--- config.mk ---
export PLATFORM = sky130hd
export DESIGN_NAME = latch_bank_ctrl_flat
export DESIGN_NICKNAME = d
export VERILOG_FILES = /design/src/rtl/latch_bank_ctrl_pkg.sv /design/src/rtl/latch_bank_ctrl_if.sv /design/src/rtl/latch_bank_ctrl_rr_arb2.sv /design/src/rtl/latch_bank_ctrl.sv /design/src/flat_wrapper.sv
export SDC_FILE = /design/constraint.sdc
export NUM_CORES = 1
export LEC_CHECK = 0
export BUFFER_PORTS_ARGS = -buffer_cell sky130_fd_sc_hd__buf_4
export CAP_MARGIN = 20
export CORE_MARGIN = 3
export CORE_UTILIZATION = 30
export CTS_CLUSTER_DIAMETER = 40
export CTS_CLUSTER_SIZE = 40
export DETAILED_ROUTE_END_ITERATION = 12
export GPL_TIMING_DRIVEN = 1
export PLACE_DENSITY = 0.54
export SKIP_CTS_REPAIR_TIMING = 1
export SLEW_MARGIN = 40
export SYNTH_ARGS = -nofsm -noshare
export SYNTH_HDL_FRONTEND = slang
export SYNTH_SLANG_ARGS = --single-unit
export TNS_END_PERCENT = 50
--- constraint.sdc ---
create_clock -name clk -period 2.2 [get_ports clk]
set_input_delay 0.44 -clock clk [delete_from_list [all_inputs] [get_ports clk]]
set_output_delay 0.44 -clock clk [all_outputs]
set_load 0.01 [all_outputs]
--- src/rtl/latch_bank_ctrl_pkg.sv ---
// Shared definitions for the latch bank write controller.
// Holds the FSM state encoding and small sizing helpers.
// No logic lives here.
package latch_bank_ctrl_pkg;

    // Write sequencing states; the encoding is fixed so that debug probes and
    // any later shared-resource blocks agree on the values.
    typedef enum logic [1:0] {
        IDLE  = 2'd0,
        SETUP = 2'd1,
        PULSE = 2'd2,
        HOLD  = 2'd3
    } state_t;

    // Width of a down-counter that must hold n-1; never less than one bit.
    function automatic int cnt_width(input int n);
        return (n > 1) ? $clog2(n) : 1;
    endfunction

endpackage

--- src/rtl/latch_bank_ctrl_if.sv ---
// Request/ack bus of the two write requesters plus the latch-array drive.
// Pure wiring, no latency.
// Requesters hold req until their ack; the controller paces them.
interface latch_bank_ctrl_if #(
    parameter int WIDTH = 8,
    parameter int DEPTH = 4,
    parameter int AW    = 2
);
    logic             req0;
    logic [AW-1:0]    addr0;
    logic [WIDTH-1:0] data0;
    logic             ack0;
    logic             req1;
    logic [AW-1:0]    addr1;
    logic [WIDTH-1:0] data1;
    logic             ack1;
    logic             err;
    logic [WIDTH-1:0] lat_d;
    logic [DEPTH-1:0] lat_en;
    logic             busy;

    // Requester side: drives requests, observes completion and latch drive.
    modport master (
        output req0, addr0, data0,
        output req1, addr1, data1,
        input  ack0, ack1, err, lat_d, lat_en, busy
    );

    // Controller side.
    modport slave (
        input  req0, addr0, data0,
        input  req1, addr1, data1,
        output ack0, ack1, err, lat_d, lat_en, busy
    );
endinterface

--- src/rtl/latch_bank_ctrl_rr_arb2.sv ---
// Two-way round-robin arbiter; gnt is combinational from req and last_grant.
// Latency: zero to grant; last_grant updates on the edge where accept is high.
// No backpressure of its own: the owner decides when a grant is taken via accept.
module rr_arb2 (
    input  logic clk,
    input  logic rst,
    input  logic req0,
    input  logic req1,
    input  logic accept,
    output logic gnt0,
    output logic gnt1
);

    // 1 means requester 1 was served last, so requester 0 wins the next tie.
    logic last_grant_q;
    logic last_grant_d;

    // Grant the lone requester, or on a tie the one not served last.
    always_comb begin
        gnt0 = req0 && (!req1 || last_grant_q);
        gnt1 = req1 && (!req0 || !last_grant_q);
    end

    // Remember who won once the grant is actually taken.
    always_comb begin
        last_grant_d = last_grant_q;
        if (accept && (gnt0 || gnt1)) begin
            last_grant_d = gnt1;
        end
    end

    // last_grant register; reset favours requester 0 on the first tie.
    always_ff @(posedge clk or posedge rst) begin
        if (rst) begin
            last_grant_q <= 1'b1;
        end else begin
            last_grant_q <= last_grant_d;
        end
    end

endmodule

--- src/rtl/latch_bank_ctrl.sv ---
// Write controller for a bank of level-sensitive latch words, two requesters.
// Latency: grant cycle, 1 SETUP, EN_CYCLES PULSE, 1 HOLD with ack (3+EN_CYCLES).
// Backpressure: requests are only sampled in IDLE; requesters hold req until ack.
module latch_bank_ctrl
    import latch_bank_ctrl_pkg::*;
#(
    parameter int WIDTH     = 8,
    parameter int DEPTH     = 4,
    parameter int AW        = 2,
    parameter int EN_CYCLES = 2
) (
    input  logic              clk,
    input  logic              rst,
    latch_bank_ctrl_if.slave  bus
);

    localparam int            CW       = cnt_width(EN_CYCLES);
    localparam logic [CW-1:0] CNT_LOAD = CW'(EN_CYCLES - 1);
    // DEPTH may equal 2**AW, so compare on AW+1 bits.
    localparam logic [AW:0]   DEPTH_W  = (AW + 1)'(DEPTH);

    state_t           state_q, state_d;
    logic [AW-1:0]    addr_q, addr_d;
    logic             id_q, id_d;
    logic             oob_q, oob_d;
    logic [CW-1:0]    cnt_q, cnt_d;

    logic [WIDTH-1:0] lat_d_q, lat_d_d;
    logic [DEPTH-1:0] lat_en_q, lat_en_d;
    logic             ack0_q, ack0_d;
    logic             ack1_q, ack1_d;
    logic             err_q, err_d;
    logic             busy_q, busy_d;

    logic             gnt0, gnt1;
    logic             accept;
    logic [AW-1:0]    sel_addr;
    logic [WIDTH-1:0] sel_data;

    // A grant is taken only from IDLE; requests seen while busy are ignored.
    assign accept   = (state_q == IDLE) && (bus.req0 || bus.req1);
    assign sel_addr = gnt1 ? bus.addr1 : bus.addr0;
    assign sel_data = gnt1 ? bus.data1 : bus.data0;

    rr_arb2 u_arb (
        .clk    (clk),
        .rst    (rst),
        .req0   (bus.req0),
        .req1   (bus.req1),
        .accept (accept),
        .gnt0   (gnt0),
        .gnt1   (gnt1)
    );

    // State and captured-request registers.
    always_ff @(posedge clk or posedge rst) begin
        if (rst) begin
            state_q <= IDLE;
            addr_q  <= '0;
            id_q    <= 1'b0;
            oob_q   <= 1'b0;
            cnt_q   <= '0;
        end else begin
            state_q <= state_d;
            addr_q  <= addr_d;
            id_q    <= id_d;
            oob_q   <= oob_d;
            cnt_q   <= cnt_d;
        end
    end

    // Next state: capture on grant, then setup, counted pulse, hold.
    always_comb begin
        state_d = state_q;
        addr_d  = addr_q;
        id_d    = id_q;
        oob_d   = oob_q;
        cnt_d   = cnt_q;
        unique case (state_q)
            IDLE: begin
                if (accept) begin
                    state_d = SETUP;
                    addr_d  = sel_addr;
                    id_d    = gnt1;
                    oob_d   = ({1'b0, sel_addr} >= DEPTH_W);
                end
            end
            SETUP: begin
                state_d = PULSE;
                cnt_d   = CNT_LOAD;
            end
            PULSE: begin
                if (cnt_q == '0) begin
                    state_d = HOLD;
                end else begin
                    cnt_d = cnt_q - 1'b1;
                end
            end
            HOLD: begin
                state_d = IDLE;
            end
            default: begin
                state_d = IDLE;
            end
        endcase
    end

    // Registered outputs, decoded from the upcoming state so they line up
    // with it: lat_d loads at the grant edge and is then frozen until the next
    // grant, which keeps D stable for the whole enable window.
    always_comb begin
        lat_d_d  = lat_d_q;
        lat_en_d = '0;
        if (accept) begin
            lat_d_d = sel_data;
        end
        if ((state_d == PULSE) && !oob_q) begin
            lat_en_d = {{(DEPTH-1){1'b0}}, 1'b1} << addr_q;
        end
        ack0_d = (state_d == HOLD) && !id_q;
        ack1_d = (state_d == HOLD) &&  id_q;
        err_d  = (state_d == HOLD) &&  oob_q;
        busy_d = (state_d != IDLE);
    end

    // Output registers; reset drops the enables immediately, mid-write included.
    always_ff @(posedge clk or posedge rst) begin
        if (rst) begin
            lat_d_q  <= '0;
            lat_en_q <= '0;
            ack0_q   <= 1'b0;
            ack1_q   <= 1'b0;
            err_q    <= 1'b0;
            busy_q   <= 1'b0;
        end else begin
            lat_d_q  <= lat_d_d;
            lat_en_q <= lat_en_d;
            ack0_q   <= ack0_d;
            ack1_q   <= ack1_d;
            err_q    <= err_d;
            busy_q   <= busy_d;
        end
    end

    assign bus.lat_d  = lat_d_q;
    assign bus.lat_en = lat_en_q;
    assign bus.ack0   = ack0_q;
    assign bus.ack1   = ack1_q;
    assign bus.err    = err_q;
    assign bus.busy   = busy_q;

endmodule

--- src/flat_wrapper.sv ---
// flat-port wrapper written by rule: the top's interface ports become plain ports
module latch_bank_ctrl_flat import latch_bank_ctrl_pkg::*;
#(
    parameter int WIDTH     = 8,
    parameter int DEPTH     = 4,
    parameter int AW        = 2,
    parameter int EN_CYCLES = 2
)
  (clk, rst, bus_req0, bus_addr0, bus_data0, bus_req1, bus_addr1, bus_data1, bus_ack0, bus_ack1, bus_err, bus_lat_d, bus_lat_en, bus_busy);
  latch_bank_ctrl_if #(.WIDTH(WIDTH), .DEPTH(DEPTH), .AW(AW)) bus_i ();
  input  logic clk;
  input  logic rst;
  input wire logic [$bits(bus_i.req0)-1:0] bus_req0;
  input wire logic [$bits(bus_i.addr0)-1:0] bus_addr0;
  input wire logic [$bits(bus_i.data0)-1:0] bus_data0;
  input wire logic [$bits(bus_i.req1)-1:0] bus_req1;
  input wire logic [$bits(bus_i.addr1)-1:0] bus_addr1;
  input wire logic [$bits(bus_i.data1)-1:0] bus_data1;
  output wire logic [$bits(bus_i.ack0)-1:0] bus_ack0;
  output wire logic [$bits(bus_i.ack1)-1:0] bus_ack1;
  output wire logic [$bits(bus_i.err)-1:0] bus_err;
  output wire logic [$bits(bus_i.lat_d)-1:0] bus_lat_d;
  output wire logic [$bits(bus_i.lat_en)-1:0] bus_lat_en;
  output wire logic [$bits(bus_i.busy)-1:0] bus_busy;
  assign bus_i.req0 = bus_req0;
  assign bus_i.addr0 = bus_addr0;
  assign bus_i.data0 = bus_data0;
  assign bus_i.req1 = bus_req1;
  assign bus_i.addr1 = bus_addr1;
  assign bus_i.data1 = bus_data1;
  assign bus_ack0 = bus_i.ack0;
  assign bus_ack1 = bus_i.ack1;
  assign bus_err = bus_i.err;
  assign bus_lat_d = bus_i.lat_d;
  assign bus_lat_en = bus_i.lat_en;
  assign bus_busy = bus_i.busy;
  latch_bank_ctrl #(.WIDTH(WIDTH), .DEPTH(DEPTH), .AW(AW), .EN_CYCLES(EN_CYCLES)) u_core (.clk(clk), .rst(rst), .bus(bus_i));
endmodule
# == After elaboration in Yosys (flattened, before gate mapping) ==
# Index checks and enable logic that the tools add are counted.
# totals
register_bits,22
input_bits,24
out_inout_bits,16
elab_cells,43
# classes
add_sub_neg,1
n_eq_ne,5
shifts,1
muxes,8
reduce_logical,18
# op_table
cell,n
"== test 2 bit, second input constant",4
2-to-1 mux 8 bit,1
one-hot mux 2 bit (4 select lines),1
logical AND 1 bit,6
2-to-1 mux 2 bit,3
logical NOT 1 bit,4
logical OR 1 bit,4
2-to-1 mux 4 bit,1
nonzero test 2 bit,2
"<< shifter 1 x 2 -> 4 bit, first input constant",1
"== test 2 x 1 -> 1 bit, second input constant",1
logical NOT 2 bit,1
one-hot mux 1 bit (2 select lines),1
AND reduction 2 bit,1
2-to-1 mux 1 bit,1
"subtractor 1 bit, second input constant",1

# == Logic depth before layout (Yosys ltp) ==
# logic_depth
depth_word,6
depth_mapped,7
depth_no_buf,5

# == Hierarchy ==
# A second synthesis with hierarchy kept.
# hier_totals
cells_unflattened,90
hier_area_um2,1017.2
# modules_own_cells
module,n_inst,cells_each,area_per_inst_um2,seq_area_each_um2
latch_bank_ctrl,1,83,957.2,525.5
rr_arb2,1,7,60.1,26.3

# == Worst setup path after synthesis ==
# Ideal clock, no wire load.
# synth_path
kind,register to register
from,register u_core.state_q[0]
to,"register u_core.busy_q, in the netlist u_core.bus.busy"
setup_time_ns,0.127
arrival_ns,1.355
required_ns,2.073
slack_ns,0.718
path_stages_with_launch,7
n_path_buf,1
period_less_slack_ns,1.482
cell_sequence,dfrtp_1 -> inv_1 -> ha_1 -> buf_4 -> nor3b_2 -> a311oi_4 -> or2_2
# synth_via
elab_chain_cells,5
word_cells_on_any_way,9
cone_classes,eq/ne (3); mux (3); reduce/logical (3)
# synth_rtl
item,line_no,text
from (decl),latch_bank_ctrl.sv:22,"state_t state_q, state_d;"
from (signal assigned),latch_bank_ctrl.sv:64,state_q <= state_d;
logical NOT 2 bit,"latch_bank_ctrl.sv:41, latch_bank_ctrl.sv:79",
logical AND 1 bit,latch_bank_ctrl.sv:41,assign accept = (state_q == IDLE) && (bus.req0 || bus.req1);
2-to-1 mux 2 bit,latch_bank_ctrl.sv:81,if (accept) begin
one-hot mux 2 bit (4 select lines) (*),latch_bank_ctrl.sv:79,unique case (state_q)
via u_core.state_d[0],latch_bank_ctrl.sv:22,
nonzero test 2 bit (*),latch_bank_ctrl.sv:123,busy_d = (state_d != IDLE);
via u_core.busy_d,latch_bank_ctrl.sv:33,"logic busy_q, busy_d;"
to (signal assigned),latch_bank_ctrl.sv:141,busy_q <= busy_d;
to (decl),latch_bank_ctrl.sv:33,
# Mark *: on every way through the listed nets, which the timed path passes. The rest lies on a longest branch.
# A chain may end at the register's enable or synchronous reset.

# == Worst setup path in the final report ==
# layout_path
from,register u_core.state_q[0]
to,"register u_core.ack1_q, in the netlist u_core.bus.ack1"
# layout_via
elab_chain_cells,6
word_cells_on_any_way,10
cone_classes,eq/ne (4); mux (3); reduce/logical (3)
# layout_rtl
item,line_no,text
logical NOT 2 bit,"latch_bank_ctrl.sv:41, latch_bank_ctrl.sv:79",
logical AND 1 bit,latch_bank_ctrl.sv:41,
2-to-1 mux 2 bit,latch_bank_ctrl.sv:81,
one-hot mux 2 bit (4 select lines) (*),latch_bank_ctrl.sv:79,
via u_core.state_d[0],latch_bank_ctrl.sv:22,
== test 2 bit (*),latch_bank_ctrl.sv:121,ack1_d = (state_d == HOLD) && id_q;
logical AND 1 bit (*),latch_bank_ctrl.sv:121,
via u_core.ack1_d,latch_bank_ctrl.sv:31,"logic ack1_q, ack1_d;"
to (signal assigned),latch_bank_ctrl.sv:139,ack1_q <= ack1_d;
to (decl),latch_bank_ctrl.sv:31,
# Marked as above.

==> flow_summary.json <==
{
  "status": "finished, final reports clean",
  "grt-ovfl-total": 0,
  "synthTopCellsByCount": "22 x a21oi_1, 21 x dfrtp_1, 13 x nor2_1, 11 x nand2_1",
  "fin_skew_ps": 9.24,
  "drc_errors": 0,
  "die_x_um": 62.6,
  "netlist_area_um2": 962,
  "num_rows": 19,
  "layout.nets": 162,
  "clock_path_buffers": 2,
  "wl_per_cell_um": 12.1,
  "fmax_mhz": 583,
  "syn_area_per_cell_um2": 10.1,
  "swShare_pct": 36.0,
  "ys_async_sr_fraction_pct": 100,
  "wl_mm": 2.14,
  "p_leak_nw": 0.662,
  "grt_usage_pct": 11.3,
  "netlist-cell-type-count": 26,
  "grt_pass1_wl_mm": 3.71,
  "r2r_start": "u_core.state_q[0]",
  "cp.depth": 5,
  "cp-startpoint": "u_core.state_q[0]",
  "clock_sinks": 22,
  "cp_top_family": "compound AO/OA/AOI/OAI gates",
  "required_ps": 2460,
  "internal-power_mw": 1.20,
  "vdd_drop_max_uv": 482,
  "reg2reg_slack_ps": 480,
  "die_y_um": 62.6,
  "worstSetupPathType": "reg -> reg",
  "core_um2": 2900,
  "die-area_um2": 3920,
  "ys_seq_elements": 22,
  "area_growth_pct": 40.2,
  "crit_end": "u_core.bus.ack1",
  "synth_area_leader_cell": "dfrtp_1",
  "dpl.hpwl_mm": 1.59,
  "synth_flop_cell": "dfrtp_1",
  "end_kind": "register",
  "cap_violations": 0,
  "slew_violations": 0,
  "io_pins": 40,
  "cp_num_buf_inv": 1,
  "path_cells": "inv_1 > ha_1 > nor3b_2 > a311oi_4 > and3_1",
  "combPwrFrac_pct": 46.2,
  "hold_class": "in -> async",
  "fin_crit_sh_pct": 78.0,
  "num_antenna_cells": 0,
  "path_max_fanout": 8,
  "vias": 796,
  "drt_iter0_markers": 28,
  "antenna_found_initial": 0,
  "hold_violations": 0,
  "arrival_ps": 1980,
  "post_drt_via_cell_ratio": 4.50,
  "layout-drive-gt1-share_pct": 37.8,
  "power.switching_mw": 0.674,
  "root_buffer": "clkbuf_4",
  "fin_crit_ps": 1720,
  "path_clk_slew_ps": 130,
  "fin_area_um2": 1350,
  "setup_violations": 0,
  "grt_max_degree": 23,
  "reg2regPathDepth": 5,
  "fill_cells": 300,
  "cp-start-kind": "register",
  "dr.pass1.iters": 3,
  "rsz0062_at_grt": "no",
  "grt_pass1_vias": 823,
  "cts_htree_levels": 1,
  "synth_top_area_share_pct": 54.6,
  "yosysSeqAreaShare_pct": 57.3,
  "synth.area.top_cells": "dfrtp_1 55%, a21oi_1 11%, nor2_1 5.1%",
  "fin_tns_setup_ps": 0,
  "synth_warnings": 0,
  "gp_congestion": 0.673,
  "cp_slowest_cell": "a311oi_4",
  "synthesis.nets": 121,
  "slowest_delay_ps": 420,
  "reg2reg_to": "u_core.bus.ack1",
  "start_util_pct": 33.2,
  "dpl_cell_area_um2": 1300,
  "clk_latency_ps": 310,
  "sequentialPowerShare_pct": 37.2,
  "power_density_nw_per_um2": 1390,
  "cts-buffers-inserted": 3,
  "synthCells": 95,
  "cts_tree": "yes",
  "synth-edff-count": 0,
  "pwr-share-clk_pct": 16.6,
  "yosysMostFrequentCell": "a21oi_1",
  "numPortBuffers": 38,
  "antenna_left": 0
}
==> placed cells by master, fill, tap and decap left out, drive strengths merged, types with 2 or more instances in the layout <==
cell type  instances
buf               42
a21oi             22
dfrtp             21
nor2              13
nand2             11
inv                3
clkbuf             3
ha                 2
nor3b              2
==> logic make-up after synthesis <==
kind of cell	after synthesis	share of synthesized area (%)
AOI/OAI and AO/OA	29	18.9
and+or+nand+nor	32	16.1
adders and majority gates	2	2.60
DFF	22	57.3
other	1	0.390
buffers and inverters	9	4.68
==> worst register-to-register path: stages (launching register included) <==
cell      delay, ps
dfrtp_1         410
inv_1           140
ha_1            390
nor3b_2         110
a311oi_4        420
and3_1          210
==> registers in the layout (all words and copies together) (netlist names) <==
name                       cells
u_core.cnt_q                   1
u_core.u_arb.last_grant_q      1
u_core.bus.ack0                1
u_core.bus.lat_d               8
u_core.bus.busy                1
u_core.bus.lat_en              4
u_core.id_q                    1
u_core.addr_q                  2
u_core.bus.ack1                1
u_core.state_q                 2
==> layer usage <==
layer	wire [um]	vias to the layer above	track usage (%)
li1	-	396	-
met1	935	369	13.1
met2	1010	31	19.8
met3	197	0	4.32
met4	0	0	2.48
met5	0	-	0
==> through the flow <==
stage                     total power, mW  setup WS (ps)  utilization, %  hold slack [ps]  cells
after floorplan                      1.24            718               -              428     95
after global placement               1.56            582            44.7              478    173
after detailed placement             1.58            500            44.7              479    173
after CTS                            1.89            483            46.5              151    177
after global routing                 2.04            336            46.5              140    177
final                                1.87            485            46.5              145    177
==> final cells by class <==
cell class              instances  area [um^2]  share of cell area [%]
clock buffers                   3         22.5                    1.67
clock inverters                 1         30.0                    2.23
inverters                       3         11.3                   0.835
multi-input cells              64          365                    27.1
flip-flops and latches         22          552                    40.9
well taps                      42         52.6                    3.90
repair buffers                 42          315                    23.4
==> power by group through the flow <==
stage | clock network (mW) | registers, mW | logic, mW
3_3_place_gp | 0 | 0.703 | 0.856
6_report | 0.310 | 0.696 | 0.864
3_5_place_dp | 0 | 0.703 | 0.876
2_1_floorplan | 0 | 0.749 | 0.495
4_1_cts | 0.320 | 0.696 | 0.877
5_1_grt | 0.339 | 0.724 | 0.972
==> worst min path at each step <==
stage | slack (ps) | from | to | cells after the start
6_report | 140 | rst | u_core.bus.ack0 | 3
5_1_grt | 140 | rst | u_core.bus.ack0 | 3
4_1_cts | 150 | rst | u_core.bus.ack0 | 3
3_5_place_dp | 480 | u_core.addr_q[0] | u_core.bus.lat_en[2] | 1
3_3_place_gp | 480 | u_core.addr_q[0] | u_core.bus.lat_en[2] | 1
2_1_floorplan | 430 | rst | u_core.addr_q[0] | 1
No activity file was read; power rests on OpenSTA's default activity.
